$ cat src/rtl/key_debounce_pkg.sv
// Shared types and 12 MHz default timing for the key debouncer.
// Auto-repeat is enabled by defining KEY_DEBOUNCE_REPEAT_EN.
package key_pkg;

    typedef enum logic [1:0] {
        UP       = 2'd0,
        CHK_DOWN = 2'd1,
        DOWN     = 2'd2,
        CHK_UP   = 2'd3
    } key_st_e;

    localparam int unsigned CLK_HZ              = 12_000_000;
    localparam int unsigned DEF_DEBOUNCE_CYCLES = 120_000;
    localparam int unsigned DEF_REPEAT_DELAY    = 6_000_000;
    localparam int unsigned DEF_REPEAT_PERIOD   = 1_200_000;

    function automatic int unsigned cnt_width(input int unsigned n);
        return (n < 2) ? 1 : $clog2(n);
    endfunction

endpackage

$ cat src/rtl/key_debounce_ch.sv
// One key: two-flop synchronizer, debounce FSM, pulse flops.
// Repeat counter only exists when KEY_DEBOUNCE_REPEAT_EN is defined.
module key_debounce_ch
    import key_pkg::*;
#(
    parameter int unsigned DEBOUNCE_CYCLES = DEF_DEBOUNCE_CYCLES
`ifdef KEY_DEBOUNCE_REPEAT_EN
    ,
    parameter int unsigned REPEAT_DELAY  = DEF_REPEAT_DELAY,
    parameter int unsigned REPEAT_PERIOD = DEF_REPEAT_PERIOD
`endif
) (
    input  logic clk,
    input  logic rst,
    input  logic key_n,
    output logic key_state,
    output logic key_press,
    output logic key_release
);

    localparam int unsigned CW = cnt_width(DEBOUNCE_CYCLES);
    localparam logic [CW-1:0] CNT_LAST = CW'(DEBOUNCE_CYCLES - 1);

    logic          s1_q, s1_d, s2_q, s2_d;
    logic          sync_n;
    key_st_e       st_q, st_d;
    logic [CW-1:0] cnt_q, cnt_d;
    logic          press_tr, release_tr;
    logic          ev_press_q, ev_press_d;
    logic          ev_release_q, ev_release_d;
    logic          state_q, state_d;
    logic          press_q, press_d;
    logic          release_q, release_d;

    assign sync_n = s2_q;

    always_comb begin
        s1_d       = key_n;
        s2_d       = s1_q;
        st_d       = st_q;
        cnt_d      = cnt_q;
        press_tr   = 1'b0;
        release_tr = 1'b0;
        unique case (st_q)
            UP: begin
                if (!sync_n) begin
                    st_d  = CHK_DOWN;
                    cnt_d = '0;
                end
            end
            CHK_DOWN: begin
                if (sync_n) begin
                    st_d = UP;
                end else if (cnt_q == CNT_LAST) begin
                    st_d     = DOWN;
                    press_tr = 1'b1;
                end else begin
                    cnt_d = cnt_q + CW'(1);
                end
            end
            DOWN: begin
                if (sync_n) begin
                    st_d  = CHK_UP;
                    cnt_d = '0;
                end
            end
            CHK_UP: begin
                if (!sync_n) begin
                    st_d = DOWN;
                end else if (cnt_q == CNT_LAST) begin
                    st_d       = UP;
                    release_tr = 1'b1;
                end else begin
                    cnt_d = cnt_q + CW'(1);
                end
            end
            default: st_d = UP;
        endcase
        ev_release_d = release_tr;
        state_d      = (st_q == DOWN) || (st_q == CHK_UP);
        press_d      = ev_press_q;
        release_d    = ev_release_q;
    end

`ifdef KEY_DEBOUNCE_REPEAT_EN
    localparam int unsigned RMAX =
        (REPEAT_DELAY > REPEAT_PERIOD) ? REPEAT_DELAY : REPEAT_PERIOD;
    localparam int unsigned RW = cnt_width(RMAX);
    localparam logic [RW-1:0] DELAY_LAST  = RW'(REPEAT_DELAY - 1);
    localparam logic [RW-1:0] PERIOD_LAST = RW'(REPEAT_PERIOD - 1);

    logic [RW-1:0] rcnt_q, rcnt_d;
    logic          rep_q, rep_d;
    logic          rep_fire;

    // Only a settled DOWN advances; CHK_UP and any exit restart the delay.
    always_comb begin
        rcnt_d   = '0;
        rep_d    = 1'b0;
        rep_fire = 1'b0;
        if (st_q == DOWN && !sync_n) begin
            rep_d = rep_q;
            if (rcnt_q == (rep_q ? PERIOD_LAST : DELAY_LAST)) begin
                rep_fire = 1'b1;
                rep_d    = 1'b1;
            end else begin
                rcnt_d = rcnt_q + RW'(1);
            end
        end
    end

    always_ff @(posedge clk or posedge rst) begin
        if (rst) begin
            rcnt_q <= '0;
            rep_q  <= 1'b0;
        end else begin
            rcnt_q <= rcnt_d;
            rep_q  <= rep_d;
        end
    end

    assign ev_press_d = press_tr | rep_fire;
`else
    assign ev_press_d = press_tr;
`endif

    always_ff @(posedge clk or posedge rst) begin
        if (rst) begin
            s1_q         <= 1'b1;
            s2_q         <= 1'b1;
            st_q         <= UP;
            cnt_q        <= '0;
            ev_press_q   <= 1'b0;
            ev_release_q <= 1'b0;
            state_q      <= 1'b0;
            press_q      <= 1'b0;
            release_q    <= 1'b0;
        end else begin
            s1_q         <= s1_d;
            s2_q         <= s2_d;
            st_q         <= st_d;
            cnt_q        <= cnt_d;
            ev_press_q   <= ev_press_d;
            ev_release_q <= ev_release_d;
            state_q      <= state_d;
            press_q      <= press_d;
            release_q    <= release_d;
        end
    end

    assign key_state   = state_q;
    assign key_press   = press_q;
    assign key_release = release_q;

endmodule

$ cat src/rtl/key_debounce.sv
// Multi-key debouncer top: one key_debounce_ch per button.
// Define KEY_DEBOUNCE_REPEAT_EN for held-key auto-repeat pulses.
module key_debounce
    import key_pkg::*;
#(
    parameter int unsigned NUM_KEYS        = 4,
    parameter int unsigned DEBOUNCE_CYCLES = DEF_DEBOUNCE_CYCLES,
    parameter int unsigned REPEAT_DELAY    = DEF_REPEAT_DELAY,
    parameter int unsigned REPEAT_PERIOD   = DEF_REPEAT_PERIOD
) (
    input  logic                clk,
    input  logic                rst,
    input  logic [NUM_KEYS-1:0] key_n,
    output logic [NUM_KEYS-1:0] key_state,
    output logic [NUM_KEYS-1:0] key_press,
    output logic [NUM_KEYS-1:0] key_release
);

    if (DEBOUNCE_CYCLES < 2 || DEBOUNCE_CYCLES > 32'd16777215 ||
        REPEAT_DELAY == 0 || REPEAT_PERIOD == 0) begin : g_bad_cfg
        $error("key_debounce: illegal timing parameters");
    end

    for (genvar g = 0; g < NUM_KEYS; g++) begin : g_key
        key_debounce_ch #(
            .DEBOUNCE_CYCLES(DEBOUNCE_CYCLES)
`ifdef KEY_DEBOUNCE_REPEAT_EN
            ,
            .REPEAT_DELAY   (REPEAT_DELAY),
            .REPEAT_PERIOD  (REPEAT_PERIOD)
`endif
        ) u_ch (
            .clk        (clk),
            .rst        (rst),
            .key_n      (key_n[g]),
            .key_state  (key_state[g]),
            .key_press  (key_press[g]),
            .key_release(key_release[g])
        );
    end

endmodule

$ cat config.mk
export PLATFORM = sky130hd
export DESIGN_NAME = key_debounce
export DESIGN_NICKNAME = d
export VERILOG_FILES = /design/src/rtl/key_debounce_pkg.sv /design/src/rtl/key_debounce_ch.sv /design/src/rtl/key_debounce.sv
export SDC_FILE = /design/constraint.sdc
export NUM_CORES = 1
export LEC_CHECK = 0
export CAP_MARGIN = 20
export CORE_MARGIN = 10
export CORE_UTILIZATION = 61
export CTS_CLUSTER_SIZE = 16
export DETAILED_ROUTE_END_ITERATION = 10
export PLACE_DENSITY = 0.76
export REMOVE_ABC_BUFFERS = 1
export SLEW_MARGIN = 20
export SYNTH_ARGS = -nofsm -noshare
export SYNTH_HDL_FRONTEND = slang
export SYNTH_SLANG_ARGS = --single-unit
export TNS_END_PERCENT = 5
$ cat constraint.sdc
create_clock -name clk -period 5.13 [get_ports clk]
set_input_delay 1.2825 -clock clk [delete_from_list [all_inputs] [get_ports clk]]
set_output_delay 1.2825 -clock clk [all_outputs]
set_load 0.05 [all_outputs]
==> summary.txt <==
Outcome
  – Status: finished, final reports clean

Yosys
  – Simple-gate portion of the synthesized area: 23.2%
  – Compound-Gate Fraction of Synth Area: 15.6%
  – Post-Synth XOR/XNOR Area: 3.18%
  – Syn Inst Count: 526
  – Seq cells post-synth: 104
  – Mapped cell area: 5190 µm²
  – Seq/Total Area, Yosys: 50.3%
  – Yosys warns: 0
  – Distinct cells, synth: 65
  – Mean area per synthesized cell: 9.87 µm²
  – EDFF count, synth: 0
  – Multiplexer share of the synthesized area: 2.19%
  – Main synth FF type: dfrtp_1
  – Synth Area in Adders: 0.964%
  – Ys async rst share: 100%
  – Main combinational cell family by area after synthesis: simple AND/OR/NAND/NOR gates

Critical path
  – Kind of critical path: flop to output port
  – CP Launch Type: flop
  – Reg2reg setup slack: 2640 ps
  – Crit. End Element: output port
  – CP max FO: 1
  – CP max-delay cell: clkdlybuf4s50_1
  – Crit path buf inv count: 1
  – Cell family with most CP delay: buffers and inverters
  – Slowest stage delay, CP: 810 ps
  – Worst endpoint required time: 3850 ps
  – WP data arrival: 1510 ps
  – Crit-path cells: clkdlybuf4s50_1

Timing
  – Slew Viols, Final: 0
  – Crit path time final: 2790 ps
  – Fmax: 0.359 GHz
  – Final period utilization: 54.3%
  – Slew headroom: 42.5%
  – RSZ-0062 raised after global routing: false
  – Endpoints failing setup: 0
  – Worst Tran Pin Value: 863 ps
  – Setup Skew: 8.37 ps
  – Setup TNS: 0 ps
  – Hold Vio Cnt, Final: 0
  – Hold WS: 355 ps

Clocking
  – Worst-Skew Late Latency: 360 ps
  – Post-CTS setup buffer count: 0
  – Clk slew on worst S/H paths: 90 ps
  – Longest Clk Path Bufs: 2
  – H-tree depth: 3
  – Clk Tree Root Cell: clkbuf_8
  – Total CTS buffers: 9
  – Cts hold-fix bufs: 0
  – CTS tree: done
  – Clock sinks: 104
  – # resized after CTS: 0

Floorplan
  – Die width: 112 µm
  – Die height: 112 µm
  – CORE AREA: 8260 µm²
  – I/O Pins: 18
  – Row cnt: 33
  – Die area: 12600 µm²
  – Starting Density: 62.9%

Power
  – Power per standard cell area: 283 nW/µm²
  – VDD IR max: 0.170 mV
  – Leak: 2.39 nW
  – Power Total: 1.58 mW

Final layout
  – Nets@finish: 533
  – Number of diodes: 0
  – Share of layout cells above drive strength 1: 8.90%
  – Layout Utilization: 67.5%
  – Fill cell count: 643
  – Area growth, synth to finish: 7.32%

Detailed routing
  – DRC violations left: 0
  – Vias: 3984
  – WL/cell: 16.5 µm
  – Pre-antenna DRT Iters: 5
  – Via-to-Cell Ratio: 6.29
  – Initial DRC count: 231
  – Post-DRT Antenna Nets: 0
  – WL final: 10400 µm

Global route
  – Total Routing Usage GR: 16.4%
  – First-pass GRT wire length: 17700 µm
  – Initial antenna violation count: 0
  – GRT overflow: 0
  – Largest net degree at the start of global routing: 89
  – Vias in the first global route: 3712

Placed design
  – Placer Congestion: 0.905
  – Port Buffer Count: 17
  – Dpl hpwl: 7010 µm

Flow run
  – Maxcap violations: 0

Worst hold path
  – Hold WC Path Type: flop to flop
## cell type report
class	count	area (µm²)	area share (%)
Tap cell	105	131	2.36
Multi-Input combinational cell	374	2340	42.1
Clock inverter	6	108	1.93
Sequential cell	104	2610	46.9
Clock buffer	10	128	2.29
Timing Repair Buffer	20	193	3.46
Inverter	14	57.6	1.03
## routing by layer
layer	wire length, µm	part of all wire (%)	track usage (%)	vias to the layer above
met1	4800	46	21.9	1969
met3	503	4.8	3.62	9
li1	-	-	-	1913
met2	5040	48	25.8	93
met4	97	0.93	5.41	0
met5	0	0	0	-
## metrics by stage
| step | worst slack [ps] | cells | area, µm² |
|---|---|---|---|
| after floorplan | 1130 | 492 | 5010 |
| after CTS | 2320 | 633 | 5570 |
| after global routing | 2280 | 633 | 5570 |
| after global placement | 2330 | 617 | 5340 |
| after detailed placement | 2290 | 617 | 5340 |
| final | 2340 | 633 | 5570 |
## power breakdown
part           internal (mW)  switching, mW
logic                 0.0373         0.0588
clock network          0.323          0.270
registers              0.848         0.0393
## sequential cells by signal, summed over array words and instances (netlist names), named ones only
name                     cells
g_key.u_ch.cnt_q            68
g_key.u_ch.ev_press_q        4
g_key.u_ch.ev_release_q      4
g_key.u_ch.key_press         4
g_key.u_ch.key_release       4
g_key.u_ch.key_state         4
g_key.u_ch.s1_q              4
g_key.u_ch.s2_q              4
g_key.u_ch.st_q              4
## cells in the mapped netlist, drive strengths merged, types with 7 or more instances
| master | count | area share, % |
|---|---|---|
| a21o | 8 | 1.3 |
| o21ai | 37 | 3.6 |
| buf | 20 | 2.5 |
| xor2 | 11 | 1.9 |
| mux2i | 8 | 1.5 |
| nand2 | 50 | 3.6 |
| nand4 | 16 | 1.9 |
| inv | 14 | 1.0 |
| nand3 | 42 | 4.0 |
| nor3 | 12 | 1.2 |
| a22o | 14 | 2.4 |
| nor4 | 9 | 1.4 |
| dfstp | 8 | 4.0 |
| and3 | 11 | 1.3 |
| dfrtp | 96 | 46 |
| a21oi | 30 | 3.0 |
| or3 | 10 | 1.2 |
| clkbuf | 14 | 1.0 |
| xnor2 | 7 | 1.3 |
| nor2 | 32 | 2.3 |
## final timing paths
check,startpoint,endpoint,depth (start not counted)
worst max-delay path,g_key[0].u_ch.key_release,key_release[0],1
worst min-delay path,g_key[3].u_ch.ev_press_q,g_key[3].u_ch.key_press,0
worst max register to register,g_key[0].u_ch.s2_q,g_key[0].u_ch.cnt_q[10],5
worst min register to register,g_key[3].u_ch.ev_press_q,g_key[3].u_ch.key_press,0
max in group asynchronous,rst,g_key[2].u_ch.cnt_q[14],3
min in group asynchronous,rst,g_key[1].u_ch.key_press,2
## cell families after synthesis
group / Yosys count
AO/OA/AOI/OAI: 122
XOR/XNOR: 18
adder cells (fa/ha/maj): 4
buffers and inverters: 48
flip-flops: 104
multiplexers: 11
AND/OR/NAND/NOR: 219
## layout by cell type, fill, tap and decap left out, types with 13 or more instances in the layout
cell / instances
dfrtp_1: 96
o21ai_0: 35
nand4_1: 16
clkdlybuf4s50_1: 17
a21oi_1: 29
inv_1: 13
nor2_1: 32
a22o_1: 14
nand3_1: 42
nand2_1: 50
Power figures use the tool's default switching activity.
